===== config.mk =====
export PLATFORM = sky130hd
export DESIGN_NAME = red_pitaya_sort_pulser
export DESIGN_NICKNAME = d
export VERILOG_FILES = /design/src/rtl/red_pitaya_sort_pulser.sv
export SDC_FILE = /design/constraint.sdc
export NUM_CORES = 1
export LEC_CHECK = 0
export CORE_ASPECT_RATIO = 2
export CORE_UTILIZATION = 35
export CTS_CLUSTER_DIAMETER = 120
export DETAILED_ROUTE_END_ITERATION = 10
export PLACE_DENSITY = 0.56
export SYNTH_ARGS = -nofsm -noshare
export SYNTH_HDL_FRONTEND = slang
export SYNTH_SLANG_ARGS = --single-unit

===== constraint.sdc =====
create_clock -name adc_clk_i -period 4 [get_ports adc_clk_i]
set_input_delay 0.6 -clock adc_clk_i [delete_from_list [all_inputs] [get_ports adc_clk_i]]
set_output_delay 0.6 -clock adc_clk_i [all_outputs]
set_load 0.05 [all_outputs]

===== src/rtl/red_pitaya_sort_pulser.sv =====
// Sort-trigger to electrode-drive pulser: delay, gated square-wave burst, dead time.
// Optional macro SORT_PULSER_BIPOLAR_EN alternates burst polarity on each accepted trigger.
module red_pitaya_sort_pulser #(
    parameter int DW = 14,
    parameter int TW = 32,
    parameter int PW = 16,
    parameter int NW = 8
) (
    input  logic                 adc_clk_i,
    input  logic                 adc_rst_i,
    input  logic                 enable_i,
    input  logic                 sort_trig_i,
    input  logic [TW-1:0]        cfg_delay_i,
    input  logic [PW-1:0]        cfg_half_i,
    input  logic [NW-1:0]        cfg_nhalf_i,
    input  logic [TW-1:0]        cfg_dead_i,
    input  logic signed [DW-1:0] cfg_amp_i,
    input  logic                 clr_cnt_i,
    output logic signed [DW-1:0] dac_o,
    output logic                 pulse_o,
    output logic                 busy_o,
    output logic [31:0]          sorted_cnt_o,
    output logic [31:0]          missed_cnt_o
);

    typedef enum logic [1:0] {
        S_IDLE  = 2'd0,
        S_DELAY = 2'd1,
        S_PULSE = 2'd2,
        S_DEAD  = 2'd3
    } state_t;

    localparam logic [31:0]          CNT_MAX = 32'hFFFF_FFFF;
    localparam logic signed [DW-1:0] AMP_MIN = {1'b1, {(DW-1){1'b0}}};
    localparam logic signed [DW-1:0] AMP_MAX = {1'b0, {(DW-1){1'b1}}};

    state_t                state_q, state_d;
    logic                  trig_q;
    logic                  edge_q;
    logic [TW-1:0]         cnt_q, cnt_d;
    logic [PW-1:0]         half_q, half_d;
    logic [NW-1:0]         idx_q, idx_d;
    logic signed [DW-1:0]  amp_q, amp_d;
    logic [PW-1:0]         halfcfg_q, halfcfg_d;
    logic [NW-1:0]         nhalf_q, nhalf_d;
    logic [TW-1:0]         dead_q, dead_d;
    logic signed [DW-1:0]  dac_q, dac_d;
    logic                  pulse_q, pulse_d;
    logic [31:0]           sorted_q, sorted_d;
    logic [31:0]           missed_q, missed_d;
    logic                  inv_w;

    logic                  accept;
    logic                  missed_hit;
    logic [PW-1:0]         half_load;
    logic [TW-1:0]         dead_load;
    logic signed [DW-1:0]  amp_neg;

`ifdef SORT_PULSER_BIPOLAR_EN
    logic pol_q, pol_d;
    logic inv_q, inv_d;
    assign inv_w = inv_q;
`else
    assign inv_w = 1'b0;
`endif

    assign accept     = edge_q & enable_i & (state_q == S_IDLE);
    assign missed_hit = edge_q & (state_q != S_IDLE);
    // A zero half-period behaves as one cycle; dead time of zero still spends one cycle in DEAD.
    assign half_load  = (halfcfg_q == '0) ? '0 : halfcfg_q - PW'(1);
    assign dead_load  = (dead_q == '0) ? '0 : dead_q - TW'(1);
    assign amp_neg    = (amp_q == AMP_MIN) ? AMP_MAX : -amp_q;

    // State and datapath registers
    always_ff @(posedge adc_clk_i) begin
        if (adc_rst_i) begin
            state_q   <= S_IDLE;
            trig_q    <= 1'b0;
            edge_q    <= 1'b0;
            cnt_q     <= '0;
            half_q    <= '0;
            idx_q     <= '0;
            amp_q     <= '0;
            halfcfg_q <= '0;
            nhalf_q   <= '0;
            dead_q    <= '0;
            dac_q     <= '0;
            pulse_q   <= 1'b0;
            sorted_q  <= '0;
            missed_q  <= '0;
`ifdef SORT_PULSER_BIPOLAR_EN
            pol_q     <= 1'b0;
            inv_q     <= 1'b0;
`endif
        end else begin
            state_q   <= state_d;
            trig_q    <= sort_trig_i;
            edge_q    <= sort_trig_i & ~trig_q;
            cnt_q     <= cnt_d;
            half_q    <= half_d;
            idx_q     <= idx_d;
            amp_q     <= amp_d;
            halfcfg_q <= halfcfg_d;
            nhalf_q   <= nhalf_d;
            dead_q    <= dead_d;
            dac_q     <= dac_d;
            pulse_q   <= pulse_d;
            sorted_q  <= sorted_d;
            missed_q  <= missed_d;
`ifdef SORT_PULSER_BIPOLAR_EN
            pol_q     <= pol_d;
            inv_q     <= inv_d;
`endif
        end
    end

    // Next-state and counter logic
    always_comb begin
        state_d   = state_q;
        cnt_d     = cnt_q;
        half_d    = half_q;
        idx_d     = idx_q;
        amp_d     = amp_q;
        halfcfg_d = halfcfg_q;
        nhalf_d   = nhalf_q;
        dead_d    = dead_q;
`ifdef SORT_PULSER_BIPOLAR_EN
        pol_d     = pol_q;
        inv_d     = inv_q;
`endif
        case (state_q)
            S_IDLE: begin
                if (accept) begin
                    state_d   = S_DELAY;
                    cnt_d     = cfg_delay_i;
                    amp_d     = cfg_amp_i;
                    halfcfg_d = cfg_half_i;
                    nhalf_d   = cfg_nhalf_i;
                    dead_d    = cfg_dead_i;
`ifdef SORT_PULSER_BIPOLAR_EN
                    inv_d     = pol_q;
                    pol_d     = ~pol_q;
`endif
                end
            end
            S_DELAY: begin
                if (cnt_q == '0) begin
                    if (nhalf_q == '0) begin
                        state_d = S_DEAD;
                        cnt_d   = dead_load;
                    end else begin
                        state_d = S_PULSE;
                        half_d  = half_load;
                        idx_d   = '0;
                    end
                end else begin
                    cnt_d = cnt_q - TW'(1);
                end
            end
            S_PULSE: begin
                if (half_q == '0) begin
                    if (idx_q == nhalf_q - NW'(1)) begin
                        state_d = S_DEAD;
                        cnt_d   = dead_load;
                    end else begin
                        idx_d  = idx_q + NW'(1);
                        half_d = half_load;
                    end
                end else begin
                    half_d = half_q - PW'(1);
                end
            end
            S_DEAD: begin
                if (cnt_q == '0) begin
                    state_d = S_IDLE;
                end else begin
                    cnt_d = cnt_q - TW'(1);
                end
            end
            default: state_d = S_IDLE;
        endcase

        // Clear has priority over a coincident increment
        sorted_d = sorted_q;
        missed_d = missed_q;
        if (clr_cnt_i) begin
            sorted_d = '0;
            missed_d = '0;
        end else begin
            if (accept && (sorted_q != CNT_MAX)) sorted_d = sorted_q + 32'd1;
            if (missed_hit && (missed_q != CNT_MAX)) missed_d = missed_q + 32'd1;
        end
    end

    // Registered outputs follow the state being entered
    always_comb begin
        pulse_d = (state_d == S_PULSE);
        dac_d   = '0;
        if (pulse_d) begin
            dac_d = (idx_d[0] ^ inv_w) ? amp_neg : amp_q;
        end
    end

    assign dac_o        = dac_q;
    assign pulse_o      = pulse_q;
    assign busy_o       = (state_q != S_IDLE);
    assign sorted_cnt_o = sorted_q;
    assign missed_cnt_o = missed_q;

endmodule


==> impl_metrics.ini <==
[logic_synthesis]
synthesis.nets = 1566
ys_top_cells_by_count = dfxtp_1 (209), nand2_1 (209), nor2_1 (137)
synth-edff-count = 0
yosysUniqueCellTypes = 77
synth_area_leader_cell = dfxtp_1
syn-cell-area_um2 = 11500
synth_ff_type = dfxtp_1
async_flop_share = 0
synth_top_area_share = 0.363
ys_top_cells_by_area = dfxtp_1 (36%), nand2_1 (6.8%), xnor2_1 (5.8%)
yosysWarnings = 0
ys_ff_latch = 209
synth_seq_area_share = 0.363
syn_inst = 1445
synth_area_per_cell_um2 = 7.98

[drt]
totalWireLength_mm = 37.6
dr.pass1.iters = 6
drt_iter0_drc = 715
drc_errors = 0
wl_met1_mm = 13.5
top_layer = met4
vias = 11300
antenna_left = 0
vias_per_cell = 5.51
route.met2.wl_mm = 20.9
wire_per_inst_um = 18.4
wl_met3_mm = 1.35

[timing]
maxSlewHeadroom = 0.157
skew_ps = 14.1
fin_crit_ps = 3390
hold_viol = 0
setup_violations = 0
setup_tns_ps = 0
rsz0062_at_grt = false
worst_pin_slew_ps = 1260
max_freq_ghz = 0.295
slew_violations = 0
fin_crit_sh = 0.848

[setup_path]
cp_slowest_cell = clkdlybuf4s50_1
critPathMaxFanout = 38
critPathLaunch = state_q[0]$_SDFF_PP0_
crit_chain = inv_1, ha_1, inv_1, buf_4, clkdlybuf4s50_1
crit_type = reg -> out
cp-end-kind = output port
required_ps = 3400
critPathMaxStageDelay_ps = 890
critPathLaunchType = register
path_common_cell = inv_1
regToRegStartpoint = cnt_q[0]$_SDFFE_PP0P_
worst_ep_arrival_time_ps = 2790

[global_route]
grt_pass1_wl_mm = 59.2
grt_pass1_vias = 11200
track_usage = 0.224
grt_overflow = 0
grt_max_degree = 69
antenna_found_initial = 3

[die]
fp.coreArea_um2 = 32300
die_w_um = 130
pin_count = 187
die_y_um = 259
start_util = 0.356
rows = 93
dieArea_um2 = 33700

[pwr]
power_density_nw_per_um2 = 407
p_leak_nw = 5.03
ir_drop_uv = 318

[layout]
final_cells = 2048
finalNetCount = 1725
layout-drive-gt1-share = 0.0693
fillers = 3311
syn_to_final_growth_pct = 26.7

[clock_network]
cts_setup_buffers = 0
cts.path.max_buffers = 3
cts_tree = done
cts_resized = 0
cts_max_level = 1
cts_root_buffer = clkbuf_16
cts.sinks = 209
numCtsBuffers = 22
cts_hold_buf = 0
clock_latency_ps = 530
clk_pin_slew_ps = 70

[worst_hold_path]
hold_start = trig_q$_SDFF_PP0_
hold_path.class = reg -> reg

[placed_design]
io_buffers = 186
hpwl_mm = 27.6
gp_congestion = 0.913
dp.cells = 2007

[run_status]
status = finished, final reports clean

[run]
maxCapViolCount = 0
==> layer usage <==
layer,GRT usage,up-vias
met4,0.126,0
met1,0.227,5332
met2,0.430,270
li1,-,5577
met3,0.0256,97
met5,0,-
==> final cells by class <==
| class | count | area (um^2) | share of cell area |
|---|---|---|---|
| multi-input cells | 1101 | 6840 | 0.468 |
| flip-flops and latches | 209 | 4180 | 0.286 |
| clock inverters | 7 | 90.1 | 0.00616 |
| repair buffers | 220 | 2110 | 0.145 |
| diodes | 4 | 10.0 | 0.000685 |
| clock buffers | 30 | 652 | 0.0446 |
| inverters | 50 | 188 | 0.0128 |
| well taps | 427 | 534 | 0.0366 |
==> final timing paths <==
| path | endpoint | slack [ps] | depth (start not counted) |
|---|---|---|---|
| worst min register to register | edge_q$_SDFF_PP0_ | 410 | 1 |
| worst max register to register | dac_o[1]$_SDFF_PP0_ | 660 | 9 |
| worst min-delay path | edge_q$_SDFF_PP0_ | 410 | 1 |
| worst max-delay path | busy_o | 610 | 5 |
==> flip-flops by register name (all words and copies together), names as in the netlist <==
name and flops:
amp_q 14, cnt_q 32, dac_o 14, dead_q 32
edge_q 1, half_q 16, halfcfg_q 16, idx_q 8
missed_cnt_o 32, nhalf_q 8, pulse_o 1, sorted_cnt_o 32
state_q 2, trig_q 1
==> logic make-up (layout without fill, tap and decap cells) <==
logic type | after synthesis | in the layout | share of synthesized area
buffers and inverters | 135 | 307 | 0.0472
XOR/XNOR | 135 | 135 | 0.103
other | 0 | 4 | 0
flip-flops | 209 | 209 | 0.363
multiplexers | 2 | 2 | 0.00174
adder cells (fa/ha/maj) | 14 | 14 | 0.0152
AND/OR/NAND/NOR | 627 | 627 | 0.268
AO/OA/AOI/OAI | 323 | 323 | 0.202
==> power breakdown <==
group	leakage, nW	switching, mW	internal, mW	total, mW
logic	2.98	0.904	0.608	1.51
registers	1.69	0.118	2.17	2.29
clock network	0.362	0.889	1.26	2.15
==> placed cells by master (no fill, tap or decap), drive strengths merged, types with 7 or more instances in the layout <==
master and instances:
o21ai 26, a2111oi 15, or4 23, or3 24, nand2 209, nand3 46
xnor2 76, a21oi 120, nand4 33, nor3 61, o221ai 19, a211oi 18
o2111ai 7, nor4 41, nand2b 9, dfxtp 209, o31ai 22, o22ai 8
buf 35, ha 14, xor2 59, o311a 12, nor2 138, and3 7
clkbuf 30, clkdlybuf4s50 185, or2 7, o32ai 19, inv 50
==> worst max-delay path: cells and delay by family (launching register included) <==
family	cells	cell delay [ps]
fa+ha+maj	1	370
buf+inv	4	1490
flops	1	410
==> stage by stage <==
step                       util  total power, mW  hold slack, ps  setup WS (ps)  area, um^2
after detailed placement  0.428             3.83             414            672       13900
final                     0.452             5.95             407            607       14600
after floorplan               -             3.36             367           1070       11500
after global placement    0.428             3.83             414            823       13900
after CTS                 0.451             6.01             411            585       14600
after global routing      0.452             6.25             413            384       14600
No activity file was read; power rests on OpenSTA's default activity.
